--- src/rtl/sipo_frame_collector_if.sv ---
// sipo_frame_collector_if: serial input, frame output and status bundle for the SIPO frame collector
interface sipo_frame_collector_if #(parameter int WIDTH = 4);
    logic                     serial_in;
    logic                     in_valid;
    logic                     sync;
    logic                     out_ready;
    logic                     clr_overrun;
    logic [WIDTH-1:0]         parallel_out;
    logic                     out_valid;
    logic                     overrun;
    logic [$clog2(WIDTH):0]   bit_count;
    modport master (
        output serial_in, in_valid, sync, out_ready, clr_overrun,
        input  parallel_out, out_valid, overrun, bit_count
    );
    modport slave (
        input  serial_in, in_valid, sync, out_ready, clr_overrun,
        output parallel_out, out_valid, overrun, bit_count
    );
endinterface

--- src/rtl/sipo_frame_collector.sv ---
// sipo_frame_collector: gathers WIDTH serial bits into a frame held in a one-entry output buffer
module sipo_frame_collector #(
    parameter int WIDTH     = 4,
    parameter bit LSB_FIRST = 1
) (
    input logic                  clk,
    input logic                  rst,
    sipo_frame_collector_if.slave bus
);
    localparam int CW = $clog2(WIDTH) + 1;
    typedef enum logic {IDLE, COLLECT} state_t;
    state_t           state;
    logic [WIDTH-1:0] sr, sr_base, sr_next, pout;
    logic [CW-1:0]    cnt;
    logic             ov, ovr, done, load;
    assign bus.parallel_out = pout;
    assign bus.out_valid    = ov;
    assign bus.overrun      = ovr;
    assign bus.bit_count    = cnt;
    // next shift value; a sync restarts from an empty register so the new bit is the first of its frame
    always_comb begin
        sr_base = bus.sync ? '0 : sr;
        sr_next = LSB_FIRST ? {bus.serial_in, sr_base[WIDTH-1:1]} : {sr_base[WIDTH-2:0], bus.serial_in};
        done    = bus.in_valid && !bus.sync && state == COLLECT && cnt == CW'(WIDTH - 1);
        load    = done && (!ov || bus.out_ready);
    end
    // collector FSM: counts accepted bits, wraps to zero on frame completion
    always_ff @(posedge clk or negedge rst) begin
        if (!rst) begin
            state <= IDLE;
            cnt   <= '0;
            sr    <= '0;
        end else if (bus.in_valid) begin
            sr    <= sr_next;
            cnt   <= done ? '0 : (bus.sync ? CW'(1) : cnt + CW'(1));
            state <= done ? IDLE : COLLECT;
        end else if (bus.sync) begin
            sr    <= '0;
            cnt   <= '0;
            state <= IDLE;
        end
    end
    // output buffer: load completed frame when free or drained this cycle, else drop and flag overrun
    always_ff @(posedge clk or negedge rst) begin
        if (!rst) begin
            pout <= '0;
            ov   <= 1'b0;
            ovr  <= 1'b0;
        end else begin
            if (load) begin
                pout <= sr_next;
                ov   <= 1'b1;
            end else if (ov && bus.out_ready) begin
                ov   <= 1'b0;
            end
            ovr <= (ovr && !bus.clr_overrun) || (done && !load);
        end
    end
endmodule

--- src/flat_wrapper.sv ---
// flat-port wrapper written by rule: the top's interface ports become plain ports
module sipo_frame_collector_flat 
#(
    parameter int WIDTH     = 4,
    parameter bit LSB_FIRST = 1
)
  (clk, rst, bus_serial_in, bus_in_valid, bus_sync, bus_out_ready, bus_clr_overrun, bus_parallel_out, bus_out_valid, bus_overrun, bus_bit_count);
  sipo_frame_collector_if #(.WIDTH(WIDTH)) bus_i ();
  input logic clk;
  input logic rst;
  input wire logic [$bits(bus_i.serial_in)-1:0] bus_serial_in;
  input wire logic [$bits(bus_i.in_valid)-1:0] bus_in_valid;
  input wire logic [$bits(bus_i.sync)-1:0] bus_sync;
  input wire logic [$bits(bus_i.out_ready)-1:0] bus_out_ready;
  input wire logic [$bits(bus_i.clr_overrun)-1:0] bus_clr_overrun;
  output wire logic [$bits(bus_i.parallel_out)-1:0] bus_parallel_out;
  output wire logic [$bits(bus_i.out_valid)-1:0] bus_out_valid;
  output wire logic [$bits(bus_i.overrun)-1:0] bus_overrun;
  output wire logic [$bits(bus_i.bit_count)-1:0] bus_bit_count;
  assign bus_i.serial_in = bus_serial_in;
  assign bus_i.in_valid = bus_in_valid;
  assign bus_i.sync = bus_sync;
  assign bus_i.out_ready = bus_out_ready;
  assign bus_i.clr_overrun = bus_clr_overrun;
  assign bus_parallel_out = bus_i.parallel_out;
  assign bus_out_valid = bus_i.out_valid;
  assign bus_overrun = bus_i.overrun;
  assign bus_bit_count = bus_i.bit_count;
  sipo_frame_collector #(.WIDTH(WIDTH), .LSB_FIRST(LSB_FIRST)) u_core (.clk(clk), .rst(rst), .bus(bus_i));
endmodule
--- config.mk ---
export PLATFORM = sky130hd
export DESIGN_NAME = sipo_frame_collector_flat
export DESIGN_NICKNAME = d
export VERILOG_FILES = /design/src/rtl/sipo_frame_collector_if.sv /design/src/rtl/sipo_frame_collector.sv /design/src/flat_wrapper.sv
export SDC_FILE = /design/constraint.sdc
export NUM_CORES = 1
export LEC_CHECK = 0
export CAP_MARGIN = 0
export CELL_PAD_IN_SITES_DETAIL_PLACEMENT = 1
export CELL_PAD_IN_SITES_GLOBAL_PLACEMENT = 2
export CORE_UTILIZATION = 39
export CTS_CLUSTER_DIAMETER = 150
export DETAILED_ROUTE_END_ITERATION = 10
export DONT_BUFFER_PORTS = 1
export PLACE_DENSITY_LB_ADDON = 0.1
export SLEW_MARGIN = 25
export SYNTH_ARGS = -nofsm -noshare
export SYNTH_HDL_FRONTEND = slang
export SYNTH_SLANG_ARGS = --single-unit
--- constraint.sdc ---
create_clock -name clk -period 3.8 [get_ports clk]
set_input_delay 0 -clock clk [delete_from_list [all_inputs] [get_ports clk]]
set_output_delay 0 -clock clk [all_outputs]
set_load 0.02 [all_outputs]
# == Word-level counts from Yosys, hierarchy flattened ==
# Index checks and enable logic that the tools add are counted.
# totals
in_bits,7
ff_bits,13
# op_classes
reduce_logical,15
eq_ne,1
add_sub_neg,1
n_mux,11
# ops
cell,n
two-way mux 3 bit,4
two-way mux 4 bit,2
logical AND 1 bit,7
two-way mux 1 bit,5
zero test 1 bit,4
nonzero test 2 bit,2
"adder 3 x 1 -> 3 bit, second input constant",1
"== test 3 x 2 -> 1 bit, second input constant",1
logical OR 1 bit,2

# == Logic depth before layout (Yosys ltp) ==
# Gate-level depths: netlist (run 1).
# depth
ltp_word,8
mapped_depth,5
mapped_depth_nobuf,5

# == Least setup slack after synthesis (run 1) ==
# Ideal clock, no wire load.
# synth_path
path_kind,register -> register
start,"register u_core.cnt[1], in the netlist u_core.bus.bit_count[1]"
end,"register u_core.pout[3], in the netlist u_core.bus.parallel_out[3]"
synth_period_minus_slack_ps,1621
required_ps,3675
arrival_time_ps,1496
setup_time_ps,125
stages_incl_launch_ff,6
path_slack_ps,2179
path_cell_list,dfrtp_1 -> ha_1 -> ha_1 -> nand4b_4 -> nor2b_4 -> mux2_2
# synth_between
elab_chain_cells,3
# synth_lines
element,line,rtl
start: declaration,sipo_frame_collector.sv:14,logic [CW-1:0] cnt;
start signal: assignment,sipo_frame_collector.sv:35,cnt <= done ? '0 : (bus.sync ? CW'(1) : cnt + CW'(1));
== test 3 x 2 -> 1 bit,sipo_frame_collector.sv:24,done = bus.in_valid && !bus.sync && state == COLLECT && cnt == CW'(WIDTH - 1);
logical AND 1 bit,sipo_frame_collector.sv:24,
logical AND 1 bit,sipo_frame_collector.sv:25,load = done && (!ov || bus.out_ready);
end signal: assignment,sipo_frame_collector.sv:51,pout <= sr_next;
end: declaration,sipo_frame_collector.sv:13,"logic [WIDTH-1:0] sr, sr_base, sr_next, pout;"
# Every way passes these cells.
# A chain may end at the register's enable or synchronous reset.

# == Worst setup path after layout (run 1) ==
# layout_path
start,"register u_core.cnt[0], in the netlist u_core.bus.bit_count[0]"
end,"register u_core.ovr, in the netlist u_core.bus.overrun"
# layout_between
elab_chain_cells,6
# layout_lines
element,line,rtl
== test 3 x 2 -> 1 bit (*),sipo_frame_collector.sv:24,
logical AND 1 bit (*),sipo_frame_collector.sv:24,
logical AND 1 bit,sipo_frame_collector.sv:25,
zero test 1 bit,sipo_frame_collector.sv:56,ovr <= (ovr && !bus.clr_overrun) || (done && !load);
logical AND 1 bit (*),sipo_frame_collector.sv:56,
logical OR 1 bit (*),sipo_frame_collector.sv:56,
end signal: assignment,sipo_frame_collector.sv:56,
end: declaration,sipo_frame_collector.sv:15,"logic ov, ovr, done, load;"
# Mark *: on every way between the ends. The rest lies on a longest branch, timed or not.

==> results.txt, run 1 <==
The number of I/O pins came out at 16. For the worst-skew pair, the clock arrives at the later sink with an insertion delay of 0.27 ns. On the critical path, the stage with the largest delay is an instance of dlygate4sd3_1.

The largest net degree at the start of global routing is 14. The number of max-cap violations is 0. The overall track demand over capacity in global routing is 0.157. The initial antenna violation count is 0. The number of vias in the routed layout is 397. The port buffer count is 0. The number of DRC markers in iteration 0 came out at 1. The worst hold slack after final layout is 0.0345 ns. The residual antenna-violating net count after detailed routing came out at 0. The total of warnings raised by yosys is 0. The global-route congestion overflow total came out at 0.

The area of the multi-input gates is 250 sq um. The average size of a mapped cell is 12.1 sq um. The required time of the critical path came out at 4.01 ns. The number of clock buffers inserted by TritonCTS is 3. The ratio of routed vias to standard cells came out at 5.29. In the synthesized netlist, the number of instances is 50. The initial utilization of the core area, before any placement, comes to 0.441.

Setup repair after global routing left no endpoint under its margin. In the final design database the tool counted 70 nets. The diode insertion count for antenna repair is 0. The signal on the critical path passes through ha_1, ha_1, nand4b_4, o22ai_1, dlygate4sd3_1. The critical path data arrival time came out at 2.07 ns.

The final number of max-transition violations came out at 0. After legalization and detailed placement, the total HPWL measured 723 um. The largest buffer count on any clock path came out at 2. For this design the static power due to leakage is 0.363 nW. Setup violations remaining at the end of the flow were counted as 0. Routability-driven placement finished with a final weighted congestion of 0.602. The worst setup path is captured at a flip-flop.

The total of flip-flops plus latches after synthesis came out at 13. The setup path with the least slack is of type reg -> reg. The total number of clock tree sinks is 13. The first detailed-routing pass took 2 iterations. The overall die width is 41.3 um. The final core utilization is 0.521.

The final count of hold timing violations is 0. Fill cells in the final layout number 150. The post-route non-filler standard cell count came out at 75. The fraction of layout cells with a size suffix above 1 came out at 0.133. The flow ran to the end, and the final reports show no timing, DRC or antenna violations. The setup fix buffers added after clock tree synthesis is 0. Of all nets on the critical path, the largest fanout is 5.

The pin slew with the least headroom to its limit is 0.563 ns. The layout overhead on the synthesized area came out at 18.0%. The worst supply voltage drop on vdd is 176 uV.

The standard-cell row count is 13. The worst min-delay path class is in -> reg. The power consumption is 0.285 mW. STA classifies the critical path startpoint as a flip-flop.

The wire length of the first global-routing pass is 1670 um. Leaving out fill and tap cells, the most frequent cell in the layout is dfrtp_1. The number of remaining DRC errors came out at 0. The final cycle utilization of the critical path came out at 0.489. After detailed routing, the average wire length per cell comes to 13.9 um. The standard cell core area came out at 0.00137 sq mm. The maximum clock rate came out at 0.539 GHz. The largest stage delay on the critical path is 0.56 ns.

Subtracting the final worst setup slack from the clock period gives 1.86 ns. The portion of the post-synthesis area used by sequential elements came out at 0.539. The floorplan step defined a die boundary enclosing 0.00171 sq mm. The footprint of the flip-flops and latches is 325 sq um. The distinct cell type count after synthesis came out at 18. In the layout the commonest cells are dfrtp_1 (13), dlygate4sd3_1 (8), mux2i_1 (4), nand2b_1 (4). The clock skew after layout is 0.00355 ns. TritonCTS built the clock tree.

The max-slew headroom at the worst pin came out at 0.624. The master cell of the clock root buffer is clkbuf_4. The via count of the first global-routing pass is 402. Power spread over the standard cell area amounts to 400 mW/mm^2. The clock transition at the registers of the reported paths is 0.07 ns. The vertical die dimension is 41.3 um. The accumulated negative setup slack is 0 ns.

The number of placed instances, taps included is 63. Summing every instance area after synthesis gives 603 sq um. The post-synth net total is 59.

The number of H-tree levels came out at 1. The total length of routed wires came out at 1040 um. The most numerous cell type found on the critical path is ha_1.
==> final timing paths <==
check	from	to	slack [ns]	cells past startpoint
max	u_core.bus.bit_count[0]	u_core.bus.overrun	1.94	5
min	bus_sync	u_core.state	0.03	2
max reg2reg	u_core.bus.bit_count[0]	u_core.bus.overrun	1.94	5
min reg2reg	u_core.sr[3]	u_core.sr[2]	0.55	2
max in group asynchronous	rst	u_core.bus.bit_count[2]	3.27	1
min in group asynchronous	rst	u_core.bus.overrun	0.16	1
==> sequential cells by signal (all words and copies together) (netlist names) <==
signal / cells
u_core.sr: 3
u_core.bus.bit_count: 3
u_core.bus.parallel_out: 4
u_core.state: 1
u_core.bus.overrun: 1
u_core.bus.out_valid: 1
==> cell usage after synthesis <==
| library cell | n | share of area |
|---|---|---|
| inv_1 | 3 | 0.019 |
| mux2i_1 | 4 | 0.066 |
| nand4b_4 | 1 | 0.039 |
| and2b_1 | 3 | 0.037 |
| nand2b_1 | 4 | 0.041 |
| buf_6 | 1 | 0.019 |
| a21oi_1 | 2 | 0.017 |
| o21a_1 | 1 | 0.012 |
| o22ai_1 | 1 | 0.010 |
| o21ai_0 | 2 | 0.017 |
| ha_1 | 2 | 0.041 |
| nand3_1 | 2 | 0.017 |
| dfrtp_1 | 13 | 0.54 |
| buf_2 | 1 | 0.0083 |
| nor2_1 | 3 | 0.019 |
| mux2_2 | 3 | 0.056 |
| nor2b_4 | 1 | 0.023 |
| nand2_1 | 3 | 0.019 |
==> through the flow <==
| stage | instance area (sq um) | setup slack [ns] |
|---|---|---|
| finish | 712 | 1.94 |
| detailed placement | 606 | 2.05 |
| global route | 712 | 1.82 |
| CTS | 712 | 1.94 |
| global placement | 606 | 2.07 |
| floorplan | 603 | 2.18 |
==> critical path, delay by kind of cell, from the launching register on <==
| kind | cells | cell delay, ns |
|---|---|---|
| buf+inv | 1 | 0.56 |
| flops | 1 | 0.48 |
| fa+ha+maj | 2 | 0.43 |
| compound gates | 1 | 0.17 |
| simple gates | 1 | 0.16 |
==> cell type report <==
type / instances / share of cell area
Sequential cell: 13 / 0.457
Tap cell: 15 / 0.0264
Clock buffer: 4 / 0.0369
Inverter: 3 / 0.0158
Timing Repair Buffer: 8 / 0.112
Multi-Input combinational cell: 32 / 0.351
==> report_power, final <==
part | switching [mW] | internal, mW | total (mW) | leakage, nW
sequential | 0.0216 | 0.150 | 0.172 | 0.170
clock | 0.0405 | 0.0406 | 0.0811 | 0.0150
combinational | 0.0149 | 0.0169 | 0.0318 | 0.178
total | 0.0770 | 0.208 | 0.285 | 0.363
==> routing by layer <==
layer  part of all wire  global-route usage  vias up  wire length, um
met1               0.42               0.181      195              443
met2               0.52               0.258       10              541
met3              0.053              0.0426        2               55
met5                  0                   0        -                0
met4             0.0038              0.0968        0                4
li1                   -                   -      190                -
==> kinds of logic after synthesis <==
| logic type | Yosys count | synth area share |
|---|---|---|
| AOI/OAI and AO/OA | 6 | 0.0560 |
| adders and majority gates | 2 | 0.0415 |
| buffers and inverters | 5 | 0.0456 |
| DFF | 13 | 0.539 |
| muxes | 7 | 0.122 |
| and+or+nand+nor | 17 | 0.195 |
==> what timing repair did <==
item | 4_1_cts | 5_1_grt
resized for setup | 0 | 0
hold buffers | 8 | 0
endpoints found under the hold margin | 24 | 0
setup endpoints to repair | 0 | 0
Power figures use the tool's default switching activity.
==> inputs of run 2 (changes only) <==
--- a/config.mk
+++ b/config.mk
@@ -8,7 +8,7 @@
 export CAP_MARGIN = 0
 export CELL_PAD_IN_SITES_DETAIL_PLACEMENT = 1
 export CELL_PAD_IN_SITES_GLOBAL_PLACEMENT = 2
-export CORE_UTILIZATION = 39
+export CORE_UTILIZATION = 33
 export CTS_CLUSTER_DIAMETER = 150
 export DETAILED_ROUTE_END_ITERATION = 10
 export DONT_BUFFER_PORTS = 1
==> constraint.sdc (replaced) <==
create_clock -name clk -period 1.7 [get_ports clk]
set_input_delay 0 -clock clk [delete_from_list [all_inputs] [get_ports clk]]
set_output_delay 0 -clock clk [all_outputs]
set_load 0.02 [all_outputs]
==> run 2 against run 1 <==
Against the previous run:
- routed wire length rose by 14%
- first-iteration DRC count rose by 100%
- clock power rose by 130%
- register-to-register slack got worse by 1.8 ns
- sequential share of layout area fell by 1.6 points
- global-route usage fell by 1.6 points
- cell count rose by 16%
- highest routed layer is now met3
==> results.txt, run 2 (synthesis results as in run 1) <==
The flow ran to the end, and the final reports show no timing, DRC or antenna violations. The accumulated negative setup slack is 0 ns (unchanged). The final RePlAce weighted congestion came out at 0.773 (+28%). The critical path data arrival time was 1.74 ns (-0.33 ns).

The family with the most delay on the worst path is adder cells. The largest stage delay on the critical path is 0.36 ns (-0.20 ns). The largest net degree at the start of global routing is 14 (unchanged). The post-layout minimum cycle time is 1.59 ns (-0.264 ns). The number of I/O pins came out at 16 (unchanged). The buffers plus inverters on the worst setup path is 0 (-1). The path class of the tightest hold or removal check is in -> reg. The routed wirelength normalized by instance count came out at 13.7 um (-1.5%).

The overall track demand over capacity in global routing is 0.142 (-0.0156). The clock transition at the registers of the reported paths came to 0.08 ns (about the same). The number of H-tree levels came out at 1 (unchanged). The total number of clock tree sinks is 13 (unchanged).

The global-route track usage on met3 came out at 0.0280 (-0.0146). The final cycle utilization of the critical path was 0.937 (+0.448). The total setup violations reported at the end of the flow came to 0 (unchanged).

The final number of max-transition violations is 0 (unchanged). The maximum clock rate is 0.628 GHz (+17%). Setup repair after global routing left no endpoint under its margin. The clock skew after layout is 0.00420 ns (+0.000649 ns). The sum of net half-perimeters after detailed placement is 894 um (+24%).

The met1 track demand over resource is 0.172 (-0.00881). The final worst slack came out at 0.108 ns (-1.84 ns). The routing layer with the top usage in global route is met2. The number of clock buffers inserted by TritonCTS came out at 3 (unchanged). The port buffer count is 0 (unchanged). The wire length of the first global-routing pass came to 1950 um (+17%). The effective utilization at floorplan is 0.349 (-0.0921). The number of DRC markers in iteration 0 came to 2 (+1).

The critical path goes through ha_1, ha_2, nand4b_4, nor2b_4, mux2_2. The largest buffer count on any clock path came out at 2 (unchanged). The ratio of routed vias to standard cells came out at 4.63 (-12%). The via count of the first global-routing pass came to 429 (+6.7%).

Clock tree synthesis selected as its root buffer the cell clkbuf_4. The leakage power figure came out at 0.369 nW (+1.7%). STA classifies the critical path startpoint as a flip-flop. The final count of hold timing violations is 0 (unchanged). The standard cell core area is 0.00173 sq mm (+26%). The type of the setup path with the least slack is reg -> reg.

The number of remaining DRC errors is 0 (unchanged). The clock tree from TritonCTS is built. The vertical die dimension is 44.8 um (+8.3%). The cell area after placement was 641 sq um (+5.8%). The diode insertion count for antenna repair was 0 (unchanged). The commonest non-fill, non-tap cell in the layout is dfrtp_1. The routing usage on met2 is 0.238 (-0.0196). The count of filler cells inserted in the layout came out at 203 (+35%). The fraction of layout cells with a size suffix above 1 is 0.210 (+0.0763). The worst slack at placement is 0.0583 ns (-1.99 ns). The detailed-routing iteration count for the pre-antenna-repair pass came out at 2 (unchanged). The number of vias in the routed layout came to 403 (+1.5%). The critical path capture point type is a flip-flop.

For this design, the slowest cell found on the critical path is dfrtp_1. The pin slew with the least headroom to its limit is 0.586 ns (+0.0231 ns). In the layout the commonest cells are dfrtp_1 (13), dlygate4sd3_1 (6), mux2i_1 (4), nand2b_1 (4), buf_4 (4). The post-layout net count is 72 (+2.9%). The number of max-cap violations came out at 0 (unchanged). The layout overhead on the synthesized area came out at 22.2%. The die area was 0.00200 sq mm (+17%). The total length of routed wires came out at 1190 um (+14%).

The cell area after layout is 737 sq um (+3.5%). The global-route congestion overflow total is 0 (unchanged). The initial antenna violation count came out at 0 (unchanged). The overall die width came to 44.8 um (+8.3%).

The power density over the cells is 887 mW/mm^2 (+120%). The latest clock arrival within the worst-skew pair is 0.27 ns (about the same). The standard-cell row count is 15 (+2).

The max-slew headroom at the worst pin was 0.608 (-0.0155). The number of flip-flops under the largest register name is 4 (unchanged). The worst supply voltage drop on vdd is 521 uV (+200%).

The residual antenna-violating net count after detailed routing came to 0 (unchanged). The required time of the critical path was 1.85 ns (-2.16 ns). The peak fanout along the critical path came out at 5 (unchanged).
-- run 2: final timing paths --
path	cells after the start	startpoint	to	slack, ns
max in group asynchronous	1	rst	u_core.bus.parallel_out[0]	1.15
min	2	bus_sync	u_core.state	0.03
min in group asynchronous	1	rst	u_core.bus.overrun	0.16
min reg2reg	2	u_core.sr[1]	u_core.sr[1]	0.54
max	5	u_core.bus.bit_count[0]	u_core.bus.parallel_out[3]	0.11
max reg2reg	5	u_core.bus.bit_count[0]	u_core.bus.parallel_out[3]	0.11
-- run 2: metrics by stage --
stage | hold WS (ns) | instances | power, mW | utilization
finish | 0.0302 | 87 | 0.654 | 0.427
global placement | -0.295 | 76 | 0.445 | 0.371
detailed placement | -0.295 | 76 | 0.453 | 0.371
CTS | 0.0224 | 86 | 0.667 | 0.421
floorplan | -0.296 | 50 | 0.435 | -
global route | 0.0524 | 87 | 0.692 | 0.427
-- run 2: where the power goes --
part	switching, mW	internal (mW)	leakage [nW]
logic	0.0468	0.0452	0.184
registers	0.0409	0.336	0.170
clock network	0.0941	0.0907	0.0150
-- run 2: routing by layer --
layer / share of wire / up-vias / wire [um]
li1: - / 189 / -
met1: 0.40 / 208 / 474
met2: 0.56 / 6 / 665
met3: 0.044 / 0 / 53
met4: 0 / 0 / 0
met5: 0 / - / 0
-- run 2: timing repair --
item,in CTS,in global routing
gates resized for setup,0,1
setup endpoints to repair,0,3
hold buffers,6,0
hold endpoints to repair,24,0
buffers inserted,0,1
-- run 2: cell type report --
cell class                      instances  area, sq um  area share
Sequential cell                        13          325       0.441
Timing Repair Buffer                   10         90.1       0.122
Tap cell                               25         31.3      0.0424
Multi-Input combinational cell         32          253       0.343
Inverter                                3         11.3      0.0153
Clock buffer                            4         26.3      0.0357
